**config.mk**
```make
export PLATFORM = sky130hd
export DESIGN_NAME = alu_pipe
export DESIGN_NICKNAME = d
export VERILOG_FILES = /design/src/rtl/alu_pkg.sv /design/src/rtl/alu_adder.sv /design/src/rtl/alu_pipe.sv
export SDC_FILE = /design/constraint.sdc
export NUM_CORES = 1
export LEC_CHECK = 0
export ABC_AREA = 1
export CAP_MARGIN = 15
export CORE_MARGIN = 2
export CORE_UTILIZATION = 40
export CTS_CLUSTER_SIZE = 24
export DETAILED_ROUTE_END_ITERATION = 10
export DONT_BUFFER_PORTS = 1
export GPL_ROUTABILITY_DRIVEN = 0
export SLEW_MARGIN = 20
export SYNTH_ARGS = -nofsm -noshare
export SYNTH_HDL_FRONTEND = slang
export SYNTH_HIERARCHICAL = 1
export SYNTH_SLANG_ARGS = --single-unit
```
**constraint.sdc**
```tcl
create_clock -name clk -period 3.5 [get_ports clk]
set_input_delay 0.7 -clock clk [delete_from_list [all_inputs] [get_ports clk]]
set_output_delay 0.7 -clock clk [all_outputs]
set_load 0.02 [all_outputs]
```
**src/rtl/alu_pkg.sv**
```systemverilog
// alu_pkg
//   Op-code constants shared by the pipelined ALU, its adder and anything that
//   drives it. Codes occupy the full 3-bit select space, so every value is a
//   defined operation.
package alu_pkg;

  localparam logic [2:0] OP_ADD = 3'b000;  // x + y + cin
  localparam logic [2:0] OP_SUB = 3'b001;  // x + ~y + 1
  localparam logic [2:0] OP_NOT = 3'b010;  // ~x
  localparam logic [2:0] OP_AND = 3'b011;  // x & y
  localparam logic [2:0] OP_OR  = 3'b100;  // x | y
  localparam logic [2:0] OP_XOR = 3'b101;  // x ^ y
  localparam logic [2:0] OP_SLT = 3'b110;  // signed x < y
  localparam logic [2:0] OP_EQ  = 3'b111;  // x == y

endpackage

```
**src/rtl/alu_adder.sv**
```systemverilog
// alu_adder
//   WIDTH-bit ripple adder shared by ADD and SUB (SUB feeds ~y with cin=1).
// Ports
//   cin       carry in
//   a, b      WIDTH-bit operands
//   sum       WIDTH-bit truncated sum
//   carry     carry out of the MSB (for SUB: 1 = no borrow)
//   overflow  two's-complement overflow of a + b + cin
module alu_adder #(
  parameter int WIDTH = 4
) (
  input  logic             cin,
  input  logic [WIDTH-1:0] a,
  input  logic [WIDTH-1:0] b,
  output logic [WIDTH-1:0] sum,
  output logic             carry,
  output logic             overflow
);

  logic [WIDTH:0] full_sum;

  assign full_sum = {1'b0, a} + {1'b0, b} + {{WIDTH{1'b0}}, cin};
  assign sum      = full_sum[WIDTH-1:0];
  assign carry    = full_sum[WIDTH];
  // Signed overflow: operands agree in sign but the result does not.
  assign overflow = (a[WIDTH-1] == b[WIDTH-1]) && (sum[WIDTH-1] != a[WIDTH-1]);

endmodule

```
**src/rtl/alu_pipe.sv**
```systemverilog
// alu_pipe
//   Two-stage pipelined ALU with valid/ready on both sides. Stage 1 holds the
//   accepted operands, stage 2 holds the registered result and flags. Latency
//   is two cycles, throughput one op per cycle. A sticky overflow flag and a
//   saturating count of consumed results feed the board debug display.
// Ports
//   clk, rst              clock; synchronous active-high reset
//   in_valid / in_ready   input handshake (select, in_c, in_x, in_y)
//   out_valid / out_ready output handshake (out_s, out_c, zero, overflow)
//   ovf_sticky            set by any loaded result with overflow=1
//   clr_sticky            clears ovf_sticky (a same-cycle set wins)
//   op_count              consumed results, saturating at all-ones
module alu_pipe
  import alu_pkg::*;
#(
  parameter int WIDTH     = 4,
  parameter int CNT_WIDTH = 8
) (
  input  logic                 clk,
  input  logic                 rst,
  input  logic                 in_valid,
  output logic                 in_ready,
  input  logic [2:0]           select,
  input  logic                 in_c,
  input  logic [WIDTH-1:0]     in_x,
  input  logic [WIDTH-1:0]     in_y,
  output logic                 out_valid,
  input  logic                 out_ready,
  output logic [WIDTH-1:0]     out_s,
  output logic                 out_c,
  output logic                 zero,
  output logic                 overflow,
  output logic                 ovf_sticky,
  input  logic                 clr_sticky,
  output logic [CNT_WIDTH-1:0] op_count
);

  // Stage 1 operand register
  logic             s1_valid_reg;
  logic [2:0]       s1_sel_reg;
  logic             s1_c_reg;
  logic [WIDTH-1:0] s1_x_reg;
  logic [WIDTH-1:0] s1_y_reg;

  logic s2_adv;
  logic s1_adv;

  // Stage 2 may load whenever it is empty or its result leaves this cycle;
  // stage 1 can take new operands whenever its contents move on (or it is empty).
  assign s2_adv   = !out_valid || out_ready;
  assign s1_adv   = s1_valid_reg && s2_adv;
  assign in_ready = !s1_valid_reg || s2_adv;

  // Shared adder: SUB is x + ~y + 1, and in_c only matters for ADD.
  logic             is_sub;
  logic [WIDTH-1:0] add_b;
  logic             add_cin;
  logic [WIDTH-1:0] add_sum;
  logic             add_carry;
  logic             add_ovf;

  assign is_sub  = (s1_sel_reg == OP_SUB);
  assign add_b   = is_sub ? ~s1_y_reg : s1_y_reg;
  assign add_cin = is_sub ? 1'b1 : s1_c_reg;

  alu_adder #(.WIDTH(WIDTH)) u_adder (
    .cin      (add_cin),
    .a        (s1_x_reg),
    .b        (add_b),
    .sum      (add_sum),
    .carry    (add_carry),
    .overflow (add_ovf)
  );

  // Result decode from stage 1
  logic [WIDTH-1:0] res_s;
  logic             res_c;
  logic             res_v;

  always_comb begin
    res_s = '0;
    res_c = 1'b0;
    res_v = 1'b0;
    case (s1_sel_reg)
      OP_ADD, OP_SUB: begin
        res_s = add_sum;
        res_c = add_carry;
        res_v = add_ovf;
      end
      OP_NOT: res_s = ~s1_x_reg;
      OP_AND: res_s = s1_x_reg & s1_y_reg;
      OP_OR:  res_s = s1_x_reg | s1_y_reg;
      OP_XOR: res_s = s1_x_reg ^ s1_y_reg;
      OP_SLT: res_s[0] = ($signed(s1_x_reg) < $signed(s1_y_reg));
      OP_EQ:  res_s[0] = (s1_x_reg == s1_y_reg);
      default: res_s = '0;
    endcase
  end

  // Stage 1: reload whenever there is room; in_valid low simply empties it.
  always_ff @(posedge clk) begin
    if (rst) begin
      s1_valid_reg <= 1'b0;
      s1_sel_reg   <= '0;
      s1_c_reg     <= 1'b0;
      s1_x_reg     <= '0;
      s1_y_reg     <= '0;
    end else if (in_ready) begin
      s1_valid_reg <= in_valid;
      if (in_valid) begin
        s1_sel_reg <= select;
        s1_c_reg   <= in_c;
        s1_x_reg   <= in_x;
        s1_y_reg   <= in_y;
      end
    end
  end

  // Stage 2: data only changes on a real load, so outputs hold while stalled
  // and keep their last value after the consumer drains the stage.
  always_ff @(posedge clk) begin
    if (rst) begin
      out_valid <= 1'b0;
      out_s     <= '0;
      out_c     <= 1'b0;
      zero      <= 1'b0;
      overflow  <= 1'b0;
    end else if (s2_adv) begin
      out_valid <= s1_valid_reg;
      if (s1_valid_reg) begin
        out_s    <= res_s;
        out_c    <= res_c;
        zero     <= (res_s == '0);
        overflow <= res_v;
      end
    end
  end

  // Sticky overflow: a loading overflow takes priority over a clear request.
  always_ff @(posedge clk) begin
    if (rst) begin
      ovf_sticky <= 1'b0;
    end else if (s1_adv && res_v) begin
      ovf_sticky <= 1'b1;
    end else if (clr_sticky) begin
      ovf_sticky <= 1'b0;
    end
  end

  // Consumed-result counter, saturating at all-ones.
  always_ff @(posedge clk) begin
    if (rst) begin
      op_count <= '0;
    end else if (out_valid && out_ready && (op_count != {CNT_WIDTH{1'b1}})) begin
      op_count <= op_count + 1'b1;
    end
  end

endmodule

```
# Yosys cells after proc, flatten, opt, wreduce, memory -nomap -nowiden
# Index checks and enable logic that the tools add are counted.
dict set report totals {
  output_inout_bits 18
  elab_cells 55
  ff_bits 30
  input_bits 17
}
dict set report op_classes {
  reduce_logical 15
  addsub 3
  order_cmp 1
  n_bitwise 5
  n_mux 8
  n_eq_ne 11
}
# op n
set ops {}
lappend ops {{$pmux W3 S5} 1}
lappend ops {{$eq A3 B3 Y1 const B} 4}
lappend ops {{$add A8 B1 Y8 const B} 1}
lappend ops {{$ne A8 B8 Y1 const B} 1}
lappend ops {{$not A4 Y4} 2}
lappend ops {{$pmux W1 S7} 1}
lappend ops {{$eq A3 B2 Y1 const B} 2}
lappend ops {{$add A4 B4 Y5} 1}
lappend ops {{$add A5 B1 Y5} 1}
lappend ops {{$logic_and A1 B1 Y1} 5}
lappend ops {{$mux W1} 5}
lappend ops {{$and A4 B4 Y4} 1}
lappend ops {{$eq A4 B4 Y1} 1}
lappend ops {{$logic_not A4 Y1} 1}
lappend ops {{$lt A4 B4 Y1} 1}
lappend ops {{$mux W4} 1}
lappend ops {{$or A4 B4 Y4} 1}
lappend ops {{$reduce_and A2 Y1} 2}
lappend ops {{$xor A4 B4 Y4} 1}
lappend ops {{$eq A3 B1 Y1 const B} 1}
lappend ops {{$logic_not A3 Y1} 1}
lappend ops {{$logic_not A1 Y1} 2}
lappend ops {{$logic_or A1 B1 Y1} 2}
lappend ops {{$reduce_bool A2 Y1} 1}
lappend ops {{other kinds (3)} 3}

# Longest topological paths before layout
# Gate-level depths: netlist of run 1.
dict set report depth {
  ltp_word 9
  depth_mapped 16
  mapped_depth_nobuf 15
}

# Cells and area by module
# Netlist of run 1, hierarchy kept.
# mod seq_area_each_um2 area_each_um2 cells_each n_inst
set by_module_without_submodules {}
lappend by_module_without_submodules {alu_pipe 600.6 1646.6 224 1}
lappend by_module_without_submodules {alu_adder 0.0 195.2 27 1}

# Least setup slack after synthesis of run 1
# No wires, ideal clock.
dict set report synth_path {
  path_kind {register -> register}
  startpoint {reg s1_sel_reg[2]}
  endpoint {reg zero}
  period_less_slack_ns 2.384
  stages_incl_launch_ff 16
  setup_time_ns 0.129
  required_ns 3.371
  slack_ns 1.116
  arrival_ns 2.256
  n_path_buf 1
  path_cell_list {dfxtp_1 buf_4 nor2_2 nand2_1 xor2_1 fa_1 inv_1 fa_1 inv_1 nand2_1 o21ai_1 nor2_2 nand2_1 nor2_2 nand3_2 a21oi_2}
}
dict set report synth_between {
  elab_chain_cells 6
  word_cells_on_any_way 16
  classes_between {2 x add/sub; 7 x eq/ne; 4 x mux; 3 x reduce/logical}
}
# element line
set synth_rtl {}
lappend synth_rtl {{from (decl)} alu_pipe.sv:40} ;# logic [2:0] s1_sel_reg;
lappend synth_rtl {{from (signal assigned)} alu_pipe.sv:111} ;# s1_sel_reg <= select;
lappend synth_rtl {{$eq A3 B1 Y1} alu_pipe.sv:62} ;# assign is_sub = (s1_sel_reg == OP_SUB);
lappend synth_rtl {{$mux W4} alu_pipe.sv:63} ;# assign add_b = is_sub ? ~s1_y_reg : s1_y_reg;
lappend synth_rtl {{via add_b[0]} alu_pipe.sv:56} ;# logic [WIDTH-1:0] add_b;
lappend synth_rtl {{$add A4 B4 Y5} alu_adder.sv:22} ;# assign full_sum = {1'b0, a} + {1'b0, b} + {{WIDTH{1'b0}}, cin};
lappend synth_rtl {{$add A5 B1 Y5} alu_adder.sv:22}
lappend synth_rtl {{via add_sum[1]} alu_pipe.sv:58} ;# logic [WIDTH-1:0] add_sum;
lappend synth_rtl {{$pmux W3 S5} alu_pipe.sv:84} ;# case (s1_sel_reg)
lappend synth_rtl {{$logic_not A4 Y1} alu_pipe.sv:133} ;# zero <= (res_s == '0);
lappend synth_rtl {{to (signal assigned)} alu_pipe.sv:133}
lappend synth_rtl {{to (decl)} alu_pipe.sv:31} ;# output logic zero,
# The timed path passes the listed nets, and every way through them passes these cells.
# A chain may end at the register's enable or synchronous reset.

# Worst setup path in the final report of run 1
dict set report layout_path {
  startpoint {reg s1_sel_reg[1]}
  endpoint {reg zero}
}
# The elaborated chain is that of the path after synthesis.

==> results.toml, run 1 <==
[synth]
synth.distinct_cells = 29
netlist_top_cells_count = "44 x nand2_1, 33 x inv_1, 30 x dfxtp_1"
synthAdderAreaFrac_pct = 13.04
yosys.area_share.simple_pct = 25.61
synth-edff-count = 0
ys_ff_latch = 30
muxShareOfSynthArea_pct = 0
avgSynthCellArea_sq_um = 7.338
synth_area_leaders = "dfxtp_1 33%, ha_1 11%, nand2_1 9.0%, a21oi_1 7.1%, inv_1 6.7%"
synth-compound-area-share_pct = 16.24
synth-seq-area-share_pct = 32.61
synth_top_family_by_area = "simple AND/OR/NAND/NOR gates"
yosys_warnings = 6
synth-xor-area-share_pct = 2.853
synth.most_common_cell = "nand2_1"
synth_nets = 286
syn_area_sq_um = 1842
synth_top_area_share_pct = 32.61
synth_async_sr_flop_share_pct = 0
ys.flop_type = "dfxtp_1"
netlist_instances = 251
synth_area_leader_cell = "dfxtp_1"

[power]
powerDensity_nw_per_um2 = 434.1
pwr-share-comb_pct = 20.1
p_int_mw = 0.5818
ir_drop_mv = 0.2299
power.switching_mw = 0.2715
switching_share_pct = 31.81
seq_power_share_pct = 45.6
p_leak_nw = 0.8474
p_clk_share_pct = 34.3

[cts]
cts_resized = 0
clock_sinks = 30
cts_made_buffers = 5
post-cts-setup-buffer-count = 0
cts_hold_buffers = 0
root_buffer = "clkbuf_8"
cts_tree = "yes"
insertion_delay_ps = 280
htreeDepth = 2
cts.clk_slew.worst_paths_ps = 70
clock_path_buffers = 2

[grt]
grt_pass1_wl_microns = 6913
antenna_found_initial = 0
grt_max_degree = 26
grt_pass1_vias = 1567
grt.total_usage_pct = 17.06
grt_overflow_total = 0

[sta]
period_needed_ps = 2646
max_clock_freq_ghz = 0.3779
slew_viol_final = 0
hold_viol_final = 0
slew_headroom_pct = 52.75
finClkSkew_ps = 3.792
timing.hold.ws_ps = 471.1
worst_pin_slew_ps = 707.1
setup_slack_ps = 853.9
fin_setup_tns_ps = 0
fin_crit_sh_pct = 75.60
setup_viol = 0
rsz0062_at_grt = "no"

[worst_setup_path]
path_class = "reg -> reg"
cp-start-kind = "flop"
timing.rr.end = "zero$_SDFFE_PP0P_"
crit_required_ps = 3720
cp.arrival_ps = 2870
worstPathMaxFanout = 7
endpoint_kind = "flop"
critical_path.startpoint = "s1_sel_reg[1]$_SDFFE_PP0P_"
cp-endpoint = "zero$_SDFFE_PP0P_"
rr_worst_depth = 14
reg2reg_slack_ps = 850
r2r_start = "s1_sel_reg[1]$_SDFFE_PP0P_"

[route]
wirelength_microns = 3959
vias = 1565
via_per_inst = 5.148
post_drt_wl_per_cell_microns = 13.02
first_pass_iters = 4
drc_errors = 0
drt_iter0_drc = 58
antenna_left = 0

[placed_design]
pre_cts_slack_ps = 848.9
hpwl_microns = 3084
place_area_sq_um = 1874
io_buffers = 0

[layout]
final_area_sq_um = 1966
syn_to_final_growth_pct = 6.726
n_antenna_cell = 0
drive_above_1_share_pct = 12.70
fillers = 477
regArea_sq_um = 600.6
top_register = "op_count"
multi_input_area_sq_um = 1064
largest_reg_flops = 8
num-nets-final = 286

[flow_run]
max_cap_viol_count = 0

[run_status]
status = "finished clean"

[floorplan]
dieArea_sq_um = 5163
num_io_pins = 35
die_w_microns = 71.86
start_util_pct = 42.01
num_rows = 24
die_height_microns = 71.86
core_sq_um = 4384

[hold_path]
hold_path_class = "in -> reg"
min_path_cells = 1
per-stage QoR:
stage / std cells / util [%] / total power, mW
detailed placement: 296 / 42.75 / 0.5706
finish: 304 / 44.83 / 0.8533
global placement: 296 / 42.75 / 0.5662
global route: 304 / 44.83 / 0.9076
floorplan: 251 / - / 0.5342
CTS: 304 / 44.83 / 0.8658
logic make-up after synthesis:
| logic type | Yosys count |
|---|---|
| compound gates | 54 |
| xor+xnor | 6 |
| fa+ha+maj | 18 |
| buf+inv | 45 |
| flops | 30 |
| simple gates | 98 |
power by group through the flow:
stage	logic, mW	clock network (mW)	registers [mW]
2_1_floorplan	0.146	0	0.388
3_3_place_gp	0.170	0	0.396
3_5_place_dp	0.174	0	0.397
4_1_cts	0.174	0.303	0.389
5_1_grt	0.201	0.315	0.392
6_report	0.172	0.293	0.389
metal layers:
layer / GRT usage, % / wire length (microns) / vias up
met4: 6.289 / 59 / 0
li1: - / - / 812
met3: 4.079 / 169 / 7
met1: 21.88 / 1912 / 715
met5: 0 / 0 / -
met2: 27.88 / 1817 / 31
placed cells by master (no fill, tap or decap), drive strengths merged:
cell type,n
nand2,47
inv,38
dfxtp,30
a21oi,29
nor2,24
o21ai,21
nand3,18
ha,16
clkbuf,7
nand4,6
xor2,5
o211ai,3
fa,2
nor3b,1
nand3b,1
nor3,1
clkinv,1
o31ai,1
xnor2,1
layout make-up:
type                       instances  share of cell area, %
multi-input combinational        176                  54.11
clock inverter                     1                 0.2546
clock buffer                       7                  4.392
tap                               52                  3.310
inverter                          38                  7.384
sequential                        30                  30.55
worst min-delay path by stage:
stage	from	to	slack (ps)
2_1_floorplan	s1_c_reg$_SDFFE_PP0P_	s1_c_reg$_SDFFE_PP0P_	430
3_3_place_gp	s1_c_reg$_SDFFE_PP0P_	s1_c_reg$_SDFFE_PP0P_	500
3_5_place_dp	s1_c_reg$_SDFFE_PP0P_	s1_c_reg$_SDFFE_PP0P_	500
4_1_cts	rst	zero$_SDFFE_PP0P_	460
5_1_grt	rst	zero$_SDFFE_PP0P_	460
6_report	rst	zero$_SDFFE_PP0P_	470
critical path, cell delays in order (launching register included):
cell and delay, ps:
dfxtp_1 400, nor2_2 270, nand2_1 210, xor2_1 260, fa_1 240, inv_1 60
fa_1 400, xnor2_1 140, nand2_1 60, o21ai_1 70, nor2_2 140, nand2_1 80
nor2_2 80, nand3_2 60, a21oi_2 110
Note: power is estimated with default switching activity, not from simulation.
==> run 2, diff against run 1 <==
==> constraint.sdc (replaced) <==
create_clock -name clk -period 2.2 [get_ports clk]
set_input_delay 0.44 -clock clk [delete_from_list [all_inputs] [get_ports clk]]
set_output_delay 0.44 -clock clk [all_outputs]
set_load 0.02 [all_outputs]
==> run 2 against run 1 <==
Sequential power is 58% higher. First-iteration DRC count down 10%. Clock power rose by 91%. Cell count rose by 2.0%. Die area is the same. Largest cell class unchanged. Largest power group unchanged. Highest routed layer unchanged.
==> results.toml, run 2 (synthesized netlist as in run 1, its figures left out) <==
[floorplan]
start_util_pct = 42.01
die_height_microns = 71.86
num_rows = 24
core_sq_um = 4384
die_w_microns = 71.86
num_io_pins = 35
dieArea_sq_um = 5163

[layout]
regArea_sq_um = 601.8
largest_reg_flops = 8
layout_commonest_cell = "nand2_1"
final_cells = 310
syn_to_final_growth_pct = 12.16
multi_input_area_sq_um = 1089
fillers = 455
final_cell_mix = "43 x nand2_1, 32 x inv_1, 29 x dfxtp_1"
n_antenna_cell = 0
drive_above_1_share_pct = 17.44
num-nets-final = 293
top_register = "op_count"

[sta]
max_clock_freq_ghz = 0.4632
slew_viol_final = 0
worst_pin_slew_ps = 526.3
fin_crit_sh_pct = 98.13
setup_viol = 0
rsz0062_at_grt = "yes"
timing.hold.ws_ps = 210.1
hold_viol_final = 0
period_needed_ps = 2159
finClkSkew_ps = 7.482
slew_headroom_pct = 64.87

[worst_setup_path]
cp.arrival_ps = 2380
critPathMaxStageDelay_ps = 510
slowest_stage = "fa_2"
path_cells = "nor2_4, nand2_4, xor2_2, fa_2, inv_2, fa_2, inv_1, nand2_1, o21ai_1, nor2_2, nand2_1, nor2_2, nand3_2, a21oi_2"
critical_path.startpoint = "s1_sel_reg[1]$_SDFFE_PP0P_"
cp-start-kind = "flop"
crit_required_ps = 2420
worstPathMaxFanout = 5
path_class = "reg -> reg"
r2r_start = "s1_sel_reg[1]$_SDFFE_PP0P_"
endpoint_kind = "flop"

[grt]
grt_overflow_total = 0
grt_max_degree = 26
grt_pass1_wl_microns = 6837
grt.total_usage_pct = 17.00
grt_pass1_vias = 1519
antenna_found_initial = 0

[route]
antenna_left = 0
post_drt_wl_per_cell_microns = 12.60
drc_errors = 0
via_per_inst = 5.061
wirelength_microns = 3906
first_pass_iters = 4
drt_iter0_drc = 52
vias = 1569

[cts]
insertion_delay_ps = 280
cts_tree = "yes"
htreeDepth = 2
root_buffer = "clkbuf_8"
clock_path_buffers = 2
cts_made_buffers = 5
cts.clk_slew.worst_paths_ps = 60
clock_sinks = 30

[power]
powerDensity_nw_per_um2 = 713.9
p_leak_nw = 0.8990
ir_drop_mv = 0.3500

[hold_path]
hold_path_class = "in -> reg"
hold_path_startpoint = "rst"

[placed_design]
hpwl_microns = 3031
io_buffers = 0
place_inst = 302

[flow_run]
max_cap_viol_count = 0

[run_status]
status = "finished clean"
==> run 2: path summary, 6_finish.rpt <==
path	to	slack [ps]	cells past startpoint
min reg2reg	s1_c_reg$_SDFFE_PP0P_	480	2
max	zero$_SDFFE_PP0P_	40	14
min	zero$_SDFFE_PP0P_	210	1
max reg2reg	zero$_SDFFE_PP0P_	40	14
==> run 2: critical path: cells and delay by family (launching register included) <==
family          cells  cell delay [ps]
compound gates      2              180
xor+xnor            1              170
fa+ha+maj           2              750
buf+inv             2               80
flops               1              330
simple gates        7              590
==> run 2: through the flow <==
stage	instance area [sq um]	setup WS [ps]	power [mW]	TNS, ps	util [%]
2_1_floorplan	1868	-9.025	0.8581	-9.025	-
3_3_place_gp	1942	69.61	0.9199	0	44.29
3_5_place_dp	1942	-14.40	0.9220	-14.40	44.29
4_1_cts	2057	6.414	1.486	0	46.92
5_1_grt	2066	-130.9	1.561	-173.9	47.12
6_report	2066	41.22	1.475	0	47.12
==> run 2: power by group <==
group	switching, mW	internal (mW)
clock network	0.199	0.362
registers	0.0404	0.572
logic	0.185	0.116
total	0.425	1.05
==> run 2: per-layer routing <==
layer | vias to the layer above | routed length [microns] | part of all wire [%] | track usage [%]
met5 | - | 0 | 0 | 0
met4 | 0 | 77 | 2.0 | 7.128
met3 | 9 | 207 | 5.3 | 5.063
met2 | 38 | 1781 | 46 | 26.65
met1 | 696 | 1839 | 47 | 21.80
li1 | 826 | - | - | -
==> run 2: final cells by class <==
cell class              instances  area share (%)
flip-flops and latches         30           29.13
repair buffers                  7           2.544
well taps                      52           3.150
clock inverters                 1           1.454
multi-input cells             176           52.70
inverters                      38           7.026
clock buffers                   6           3.998
==> run 2: what timing repair did <==
action	CTS	global route
setup buffers	0	1
gates resized for setup	1	1
hold buffers	0	0
setup endpoints to repair	1	3
pin swaps	0	5
==> run 3, diff against run 2 <==
--- a/config.mk
+++ b/config.mk
@@ -13,6 +13,7 @@
 export DETAILED_ROUTE_END_ITERATION = 10
 export DONT_BUFFER_PORTS = 1
 export GPL_ROUTABILITY_DRIVEN = 0
+export HOLD_SLACK_MARGIN = 0.06
 export SLEW_MARGIN = 20
 export SYNTH_ARGS = -nofsm -noshare
 export SYNTH_HDL_FRONTEND = slang
==> results of run 3 <==
Final layout, timing and power as in run 2 (identical DEF).
